File: src/rtl/atm_session_ctrl_if.sv
// Bank request/response channel between the ATM session controller (master)
// and the account bank (slave).
interface atm_session_ctrl_if;
    logic       req_valid;
    logic       req_ready;
    logic [1:0] req_select;
    logic [3:0] req_origin;
    logic [3:0] req_purpose;
    logic [9:0] req_amount;
    logic       resp_valid;
    logic [1:0] resp_result;
    logic [9:0] resp_inventory;

    modport master (
        output req_valid, req_select, req_origin, req_purpose, req_amount,
        input  req_ready, resp_valid, resp_result, resp_inventory
    );

    modport slave (
        input  req_valid, req_select, req_origin, req_purpose, req_amount,
        output req_ready, resp_valid, resp_result, resp_inventory
    );
endinterface

File: src/rtl/atm_session_ctrl.sv
// ATM session controller: card/PIN checking, operation collection, one bank
// request at a time, outcome reporting, retry lockout and inactivity timeouts.
module atm_session_ctrl #(
    parameter logic [3:0] DEFAULT_PIN  = 4'hA,
    parameter int         MAX_TRIES    = 3,
    parameter int         IDLE_TIMEOUT = 1000,
    parameter int         RESP_TIMEOUT = 64
) (
    input  logic                      clk,
    input  logic                      rst,
    input  logic                      i_card_valid,
    input  logic [3:0]                i_card_acc,
    input  logic                      i_pin_valid,
    input  logic [3:0]                i_pin,
    input  logic                      i_op_valid,
    input  logic [1:0]                i_op_sel,
    input  logic [9:0]                i_op_amount,
    input  logic [3:0]                i_op_dest,
    input  logic                      i_cancel,
    atm_session_ctrl_if.master        bank,
    output logic                      o_done,
    output logic [2:0]                o_status,
    output logic [9:0]                o_balance_out,
    output logic                      o_card_eject,
    output logic [14:0]               o_locked
);

    typedef enum logic [2:0] {
        S_IDLE      = 3'd0,
        S_WAIT_PIN  = 3'd1,
        S_WAIT_OP   = 3'd2,
        S_REQ       = 3'd3,
        S_WAIT_RESP = 3'd4,
        S_REPORT    = 3'd5
    } state_t;

    localparam int TW = $clog2(IDLE_TIMEOUT);
    localparam int RW = $clog2(RESP_TIMEOUT);
    localparam int NW = $clog2(MAX_TRIES + 1);

    localparam logic [2:0] ST_OK      = 3'd0;
    localparam logic [2:0] ST_NOFUNDS = 3'd1;
    localparam logic [2:0] ST_BADPIN  = 3'd2;
    localparam logic [2:0] ST_LOCKED  = 3'd3;
    localparam logic [2:0] ST_INVALID = 3'd4;
    localparam logic [2:0] ST_TIMEOUT = 3'd5;
    localparam logic [2:0] ST_CANCEL  = 3'd6;
    localparam logic [2:0] ST_BANKERR = 3'd7;

    state_t          r_state;
    state_t          w_next;
    state_t          r_ret;
    state_t          w_rep_ret;
    logic            w_rep;
    logic [2:0]      w_rep_status;
    logic [NW-1:0]   r_tries;
    logic [NW-1:0]   w_tries_nxt;
    logic [NW-1:0]   w_tries_inc;
    logic            w_lock_set;
    logic            w_acc_load;
    logic            w_req_load;
    logic            w_bal_load;
    logic            w_idle_to;
    logic            w_resp_to;
    logic            w_op_bad;
    logic            w_in_wait;
    logic            w_bank_phase;
    logic [3:0]      r_acc;
    logic [TW-1:0]   r_timer;
    logic [RW-1:0]   r_rtimer;
    logic [14:0]     r_locked;
    logic            r_done;
    logic            r_eject;
    logic [2:0]      r_status;
    logic [9:0]      r_balance;
    logic            r_req_valid;
    logic [1:0]      r_req_select;
    logic [3:0]      r_req_purpose;
    logic [9:0]      r_req_amount;

    assign w_tries_inc  = r_tries + NW'(1);
    assign w_idle_to    = (r_timer == TW'(IDLE_TIMEOUT - 1));
    assign w_resp_to    = (r_rtimer == RW'(RESP_TIMEOUT - 1));
    assign w_in_wait    = (r_state == S_WAIT_PIN) || (r_state == S_WAIT_OP);
    assign w_bank_phase = ((r_state == S_REQ) || (r_state == S_WAIT_RESP)) &&
                          ((w_next == S_REQ) || (w_next == S_WAIT_RESP));
    // Withdraw/transfer need an amount; a transfer needs a real, different account.
    assign w_op_bad     = (i_op_sel != 2'd1) &&
                          ((i_op_amount == 10'd0) ||
                           ((i_op_sel == 2'd3) && ((i_op_dest == 4'hF) || (i_op_dest == r_acc))));

    // Next-state and report decision logic.
    always_comb begin
        w_next       = r_state;
        w_rep        = 1'b0;
        w_rep_status = r_status;
        w_rep_ret    = S_IDLE;
        w_tries_nxt  = r_tries;
        w_lock_set   = 1'b0;
        w_acc_load   = 1'b0;
        w_req_load   = 1'b0;
        w_bal_load   = 1'b0;
        case (r_state)
            S_IDLE: begin
                if (i_card_valid && ((i_card_acc == 4'hF) || r_locked[i_card_acc])) begin
                    w_rep        = 1'b1;
                    w_rep_status = ST_LOCKED;
                    w_next       = S_REPORT;
                end else if (i_card_valid) begin
                    w_acc_load  = 1'b1;
                    w_tries_nxt = NW'(0);
                    w_next      = S_WAIT_PIN;
                end else begin
                    w_next = S_IDLE;
                end
            end
            S_WAIT_PIN: begin
                if (i_cancel) begin
                    w_rep        = 1'b1;
                    w_rep_status = ST_CANCEL;
                    w_next       = S_REPORT;
                end else if (i_pin_valid && (i_pin == DEFAULT_PIN)) begin
                    w_tries_nxt = NW'(0);
                    w_next      = S_WAIT_OP;
                end else if (i_pin_valid && (w_tries_inc == NW'(MAX_TRIES))) begin
                    w_tries_nxt  = NW'(0);
                    w_lock_set   = 1'b1;
                    w_rep        = 1'b1;
                    w_rep_status = ST_LOCKED;
                    w_next       = S_REPORT;
                end else if (i_pin_valid) begin
                    w_tries_nxt  = w_tries_inc;
                    w_rep        = 1'b1;
                    w_rep_status = ST_BADPIN;
                    w_rep_ret    = S_WAIT_PIN;
                    w_next       = S_REPORT;
                end else if (w_idle_to) begin
                    w_rep        = 1'b1;
                    w_rep_status = ST_TIMEOUT;
                    w_next       = S_REPORT;
                end else begin
                    w_next = S_WAIT_PIN;
                end
            end
            S_WAIT_OP: begin
                if (i_cancel) begin
                    w_rep        = 1'b1;
                    w_rep_status = ST_CANCEL;
                    w_next       = S_REPORT;
                end else if (i_op_valid && (i_op_sel == 2'd0)) begin
                    w_rep        = 1'b1;
                    w_rep_status = ST_OK;
                    w_next       = S_REPORT;
                end else if (i_op_valid && w_op_bad) begin
                    w_rep        = 1'b1;
                    w_rep_status = ST_INVALID;
                    w_rep_ret    = S_WAIT_OP;
                    w_next       = S_REPORT;
                end else if (i_op_valid) begin
                    w_req_load = 1'b1;
                    w_next     = S_REQ;
                end else if (w_idle_to) begin
                    w_rep        = 1'b1;
                    w_rep_status = ST_TIMEOUT;
                    w_next       = S_REPORT;
                end else begin
                    w_next = S_WAIT_OP;
                end
            end
            S_REQ: begin
                if (bank.req_ready) begin
                    w_next = S_WAIT_RESP;
                end else if (w_resp_to) begin
                    w_rep        = 1'b1;
                    w_rep_status = ST_BANKERR;
                    w_next       = S_REPORT;
                end else begin
                    w_next = S_REQ;
                end
            end
            S_WAIT_RESP: begin
                if (bank.resp_valid) begin
                    w_rep  = 1'b1;
                    w_next = S_REPORT;
                    case (bank.resp_result)
                        2'd3: begin
                            w_rep_status = ST_OK;
                            w_rep_ret    = S_WAIT_OP;
                            w_bal_load   = (r_req_select == 2'd1);
                        end
                        2'd1, 2'd2: begin
                            w_rep_status = ST_NOFUNDS;
                            w_rep_ret    = S_WAIT_OP;
                        end
                        default: begin
                            w_rep_status = ST_BANKERR;
                        end
                    endcase
                end else if (w_resp_to) begin
                    w_rep        = 1'b1;
                    w_rep_status = ST_BANKERR;
                    w_next       = S_REPORT;
                end else begin
                    w_next = S_WAIT_RESP;
                end
            end
            S_REPORT: begin
                w_next = r_ret;
            end
            default: begin
                w_next = S_IDLE;
            end
        endcase
    end

    // State register.
    always_ff @(posedge clk or posedge rst) begin
        if (rst) begin
            r_state <= S_IDLE;
        end else begin
            r_state <= w_next;
        end
    end

    // Session bookkeeping: account, retries, lock bitmap, return state, timers.
    always_ff @(posedge clk or posedge rst) begin
        if (rst) begin
            r_acc    <= 4'd0;
            r_tries  <= NW'(0);
            r_locked <= 15'd0;
            r_ret    <= S_IDLE;
            r_timer  <= TW'(0);
            r_rtimer <= RW'(0);
        end else begin
            r_tries <= w_tries_nxt;
            if (w_acc_load) begin
                r_acc <= i_card_acc;
            end
            if (w_lock_set) begin
                r_locked[r_acc] <= 1'b1;
            end
            if (w_rep) begin
                r_ret <= w_rep_ret;
            end
            // Inactivity timer restarts whenever the state changes.
            if (w_in_wait && (w_next == r_state)) begin
                r_timer <= r_timer + TW'(1);
            end else begin
                r_timer <= TW'(0);
            end
            if (w_bank_phase) begin
                r_rtimer <= r_rtimer + RW'(1);
            end else begin
                r_rtimer <= RW'(0);
            end
        end
    end

    // Report outputs: done/eject pulses on REPORT entry, status and balance held.
    always_ff @(posedge clk or posedge rst) begin
        if (rst) begin
            r_done    <= 1'b0;
            r_eject   <= 1'b0;
            r_status  <= 3'd0;
            r_balance <= 10'd0;
        end else begin
            r_done  <= w_rep;
            r_eject <= w_rep && (w_rep_ret == S_IDLE);
            if (w_rep) begin
                r_status <= w_rep_status;
            end
            if (w_bal_load) begin
                r_balance <= bank.resp_inventory;
            end
        end
    end

    // Bank request register: fields frozen from WAIT_OP until acceptance.
    always_ff @(posedge clk or posedge rst) begin
        if (rst) begin
            r_req_valid   <= 1'b0;
            r_req_select  <= 2'd0;
            r_req_purpose <= 4'd0;
            r_req_amount  <= 10'd0;
        end else begin
            r_req_valid <= (w_next == S_REQ);
            if (w_req_load) begin
                r_req_select  <= i_op_sel;
                r_req_purpose <= (i_op_sel == 2'd3) ? i_op_dest : 4'd0;
                r_req_amount  <= (i_op_sel == 2'd1) ? 10'd0 : i_op_amount;
            end
        end
    end

    assign bank.req_valid   = r_req_valid;
    assign bank.req_select  = r_req_select;
    assign bank.req_origin  = r_acc;
    assign bank.req_purpose = r_req_purpose;
    assign bank.req_amount  = r_req_amount;
    assign o_done           = r_done;
    assign o_status         = r_status;
    assign o_balance_out    = r_balance;
    assign o_card_eject     = r_eject;
    assign o_locked         = r_locked;

endmodule
File: src/flat_wrapper.sv
// flat-port wrapper written by rule: the top's interface ports become plain ports
module atm_session_ctrl_flat 
#(
    parameter logic [3:0] DEFAULT_PIN  = 4'hA,
    parameter int         MAX_TRIES    = 3,
    parameter int         IDLE_TIMEOUT = 1000,
    parameter int         RESP_TIMEOUT = 64
)
  (clk, rst, i_card_valid, i_card_acc, i_pin_valid, i_pin, i_op_valid, i_op_sel, i_op_amount, i_op_dest, i_cancel, o_done, o_status, o_balance_out, o_card_eject, o_locked, bank_req_valid, bank_req_select, bank_req_origin, bank_req_purpose, bank_req_amount, bank_req_ready, bank_resp_valid, bank_resp_result, bank_resp_inventory);
  atm_session_ctrl_if bank_i ();
  input  logic clk;
  input  logic rst;
  input  logic i_card_valid;
  input  logic [3:0] i_card_acc;
  input  logic i_pin_valid;
  input  logic [3:0] i_pin;
  input  logic i_op_valid;
  input  logic [1:0] i_op_sel;
  input  logic [9:0] i_op_amount;
  input  logic [3:0] i_op_dest;
  input  logic i_cancel;
  output logic o_done;
  output logic [2:0] o_status;
  output logic [9:0] o_balance_out;
  output logic o_card_eject;
  output logic [14:0] o_locked;
  output wire logic [$bits(bank_i.req_valid)-1:0] bank_req_valid;
  output wire logic [$bits(bank_i.req_select)-1:0] bank_req_select;
  output wire logic [$bits(bank_i.req_origin)-1:0] bank_req_origin;
  output wire logic [$bits(bank_i.req_purpose)-1:0] bank_req_purpose;
  output wire logic [$bits(bank_i.req_amount)-1:0] bank_req_amount;
  input wire logic [$bits(bank_i.req_ready)-1:0] bank_req_ready;
  input wire logic [$bits(bank_i.resp_valid)-1:0] bank_resp_valid;
  input wire logic [$bits(bank_i.resp_result)-1:0] bank_resp_result;
  input wire logic [$bits(bank_i.resp_inventory)-1:0] bank_resp_inventory;
  assign bank_req_valid = bank_i.req_valid;
  assign bank_req_select = bank_i.req_select;
  assign bank_req_origin = bank_i.req_origin;
  assign bank_req_purpose = bank_i.req_purpose;
  assign bank_req_amount = bank_i.req_amount;
  assign bank_i.req_ready = bank_req_ready;
  assign bank_i.resp_valid = bank_resp_valid;
  assign bank_i.resp_result = bank_resp_result;
  assign bank_i.resp_inventory = bank_resp_inventory;
  atm_session_ctrl #(.DEFAULT_PIN(DEFAULT_PIN), .MAX_TRIES(MAX_TRIES), .IDLE_TIMEOUT(IDLE_TIMEOUT), .RESP_TIMEOUT(RESP_TIMEOUT)) u_core (.clk(clk), .rst(rst), .i_card_valid(i_card_valid), .i_card_acc(i_card_acc), .i_pin_valid(i_pin_valid), .i_pin(i_pin), .i_op_valid(i_op_valid), .i_op_sel(i_op_sel), .i_op_amount(i_op_amount), .i_op_dest(i_op_dest), .i_cancel(i_cancel), .bank(bank_i), .o_done(o_done), .o_status(o_status), .o_balance_out(o_balance_out), .o_card_eject(o_card_eject), .o_locked(o_locked));
endmodule
File: config.mk
export PLATFORM = sky130hd
export DESIGN_NAME = atm_session_ctrl_flat
export DESIGN_NICKNAME = d
export VERILOG_FILES = /design/src/rtl/atm_session_ctrl_if.sv /design/src/rtl/atm_session_ctrl.sv /design/src/flat_wrapper.sv
export SDC_FILE = /design/constraint.sdc
export NUM_CORES = 1
export LEC_CHECK = 0
export CORE_MARGIN = 3
export CORE_UTILIZATION = 35
export DETAILED_ROUTE_END_ITERATION = 8
export PLACE_DENSITY = 0.66
export SLEW_MARGIN = 15
export SYNTH_ARGS = -nofsm -noshare
export SYNTH_HDL_FRONTEND = slang
export SYNTH_SLANG_ARGS = --single-unit
File: constraint.sdc
create_clock -name clk -period 4.3 [get_ports clk]
set_input_delay 0.86 -clock clk [delete_from_list [all_inputs] [get_ports clk]]
set_output_delay 0.86 -clock clk [all_outputs]
set_load 0.02 [all_outputs]
==> results.yml <==
status:
  status: "completed"
routing:
  ant_nets: 0
  drc_errors: 0
  dr_total_vias: 3212
  firstDrtPassIters: 5
  wire_per_inst_um: 16.02
  wl_um: 9805
  drt_iter0_drc: 176
  viasPerCell: 5.248
setup_path:
  reg2reg_depth: 5
  critPathLaunchType: "input port"
  slowest_delay_ns: 0.60
  path_class: "in -> reg"
  path_delay_family: "simple AND/OR/NAND/NOR gates"
  crit_chain: "clkdlybuf4s50_1, mux4_1, mux2i_1, nor3_1, nor4b_1, nand3_1, nor2_1"
  crit_arrival_ns: 3.39
  required_ns: 4.57
  cp-end-kind: "flip-flop"
  critPathSlowestCell: "clkdlybuf4s50_1"
  critPathMaxFanout: 10
  critPathBufInv: 1
  worst_r2r_endpoint: "u_core.bank.req_select[1]$_DFFE_PP0P_"
  r2r_slack_ns: 1.77
  regToRegStartpoint: "u_core.r_state[0]$_DFF_PP0_"
timing:
  final.setup.tns_ns: 0
  hold_violations: 0
  rsz0062_at_grt: "false"
  fin_crit_sh_pct: 72.77
  slew_headroom_pct: 34.75
  period_needed_ns: 3.129
  tightest_slew_ns: 0.9773
  drv_slew: 0
  skew_ns: 0.01045
  max_freq_mhz: 319.6
  setup_ws_ns: 1.171
  setup_viol: 0
place:
  dpl.hpwl_um: 7361
  placed_area_mm2: 0.004971
  gp_congestion: 0.9183
  portBuffers: 94
  placed_cells: 596
  pre_cts_slack_ns: 0.7995
logic_synthesis:
  synthArstFlopShare_pct: 100.0
  syn_inst: 374
  ys_top_cells_by_count: "dfrtp_1, nand2_1, nor2_1, mux2_2, inv_1"
  syn_nets: 421
  yosys_warnings: 0
  synthDistinctLibCells: 64
  synth_edf_count: 0
  synth.most_common_cell: "dfrtp_1"
  yosysTopAreaCellShare_pct: 47.83
  synth_area_mm2: 0.003871
  yosysSeqAreaShare_pct: 47.83
  ys_ff_latch: 74
  syn_avg_cell_area_um2: 10.35
  ys.flop_type: "dfrtp_1"
  yosysTopAreaCell: "dfrtp_1"
  synth_area_leaders: "dfrtp_1, mux2_2, nand2_1"
global_route:
  grt_usage_pct: 16.14
  grt_max_degree: 47
  first_global_vias: 3285
  grt_pass1_wl_um: 16460
  grt_overflow: 0
  antenna_found_initial: 0
finish:
  finalNonFillerCells: 612
  layout-drive-gt1-share_pct: 11.34
  areaGrowthSynthToFinish_pct: 34.32
  diodes: 0
  finish.instance_area_mm2: 0.005200
  nets: 518
floorplanning:
  start_util_pct: 36.68
  dieArea_mm2: 0.01236
  die_h_um: 111.2
  rows: 37
  core_area_mm2: 0.01056
  die_w_um: 111.2
  pin_count: 95
cts:
  cts_tree: "built"
  numCtsBuffers: 9
  clkTransAtPathRegs_ns: 0.07
  worstSkewPairLatency_ns: 0.35
  cts_root_buf: "clkbuf_8"
  cts.repair.resized: 0
  cts_sinks: 74
  cts_hold_buf: 0
  htree_levels: 3
  cts_buffer_depth: 2
  postCtsSetupBuffers: 0
power_and_ir_drop:
  peakVddDrop_mv: 0.2462
  p_per_area_mw_per_mm2: 543.2
  p_leak_nw: 2.231
  power.total_mw: 2.825
hold_path:
  min_from: "u_core.r_timer[0]$_DFF_PP0_"
  hold_end: "u_core.r_timer[0]$_DFF_PP0_"
  hold_depth: 1
  hold_class: "reg -> reg"
job:
  drv_cap: 0
-- worst reg2reg max path, stage by stage, from the launching register on --
cell and delay [ns]:
dfrtp_1 0.53, or3b_1 0.52, or2_2 0.37, nor3_4 0.38, buf_4 0.29, mux2_2 0.35
-- kinds of logic (layout without fill, tap and decap cells) --
group / Yosys count / after routing / synth area share, %
DFF: 74 / 74 / 47.83
AOI/OAI and AO/OA: 80 / 80 / 14.87
and+or+nand+nor: 132 / 132 / 17.81
muxes: 37 / 37 / 11.67
buffers and inverters: 32 / 134 / 3.232
adders and majority gates: 3 / 3 / 0.9697
xor gates and xnor gates: 16 / 16 / 3.620
-- metal layers --
metal  vias to the layer above  global-route usage (%)  share of wire (%)
li1                       1552                       -                  -
met1                      1560                   21.85                 45
met2                        88                   25.98                 48
met3                        12                   2.729                5.2
met4                         0                   6.002                1.3
met5                         -                       0                  0
-- registers in the layout (all words and copies together) (netlist names) --
| signal | flops |
|---|---|
| u_core.bank.req_origin | 4 |
| u_core.r_ret | 2 |
| u_core.bank.req_select | 2 |
| u_core.o_card_eject | 1 |
| u_core.o_done | 1 |
| u_core.o_balance_out | 10 |
| u_core.bank.req_amount | 10 |
| u_core.o_status | 3 |
| u_core.bank.req_purpose | 4 |
| u_core.r_tries | 2 |
| u_core.r_rtimer | 6 |
| u_core.o_locked | 15 |
| u_core.r_timer | 10 |
| u_core.r_state | 3 |
| u_core.bank.req_valid | 1 |
-- worst max path at each step --
stage,from,to,slack [ns],depth (start not counted)
after floorplan,rst,u_core.bank.req_amount[0]$_DFFE_PP0P_,1.56,1
after global placement,i_card_acc[2],u_core.r_timer[3]$_DFF_PP0_,0.86,7
after detailed placement,i_card_acc[2],u_core.r_timer[0]$_DFF_PP0_,0.80,7
after CTS,i_card_acc[2],u_core.r_timer[2]$_DFF_PP0_,1.15,7
after global routing,i_card_acc[2],u_core.r_timer[2]$_DFF_PP0_,0.96,7
final,i_card_acc[2],u_core.r_timer[2]$_DFF_PP0_,1.17,7
-- where the power goes --
group / internal [mW] / leakage [nW] / switching [mW]
Clock: 0.359 / 0.117 / 0.257
Combinational: 0.557 / 1.16 / 0.590
Sequential: 0.870 / 0.951 / 0.192
-- cell type report --
type,instances,area [µm²]
clock inverters,4,73.82
inverters,21,78.83
flip-flops and latches,74,1852
fillers,975,5355
clock buffers,12,155.1
well taps,136,170.2
multi-input cells,268,1894
repair buffers,97,975.9
-- through the flow --
| stage | utilization (%) | hold WS, ns |
|---|---|---|
| after global routing | 49.27 | 0.5168 |
| final | 49.27 | 0.4856 |
| after CTS | 49.27 | 0.4934 |
| after detailed placement | 47.10 | 0.4834 |
| after global placement | 47.10 | 0.4686 |
| after floorplan | - | 0.4489 |
-- layout by cell type (no fill, tap or decap), types with 3 or more instances in the layout --
cell             instances
a2111oi_0                5
a21oi_1                 15
clkdlybuf4s50_1         94
nor4_1                   6
mux2i_1                 11
or2_2                    3
nand2_1                 34
nor2b_1                  6
clkbuf_8                11
o21bai_1                11
o22ai_1                  3
ha_1                     3
xnor2_1                 11
nor3_1                   6
mux2_2                  22
xor2_1                   5
nand2b_1                 6
and3_1                   6
nand3_1                 16
a211oi_1                 4
and2_1                   3
mux4_1                   3
inv_1                   19
o31ai_1                  4
o21a_1                   3
dfrtp_1                 74
nor2_1                  28
o21ai_0                  9
Power figures use the tool's default switching activity.
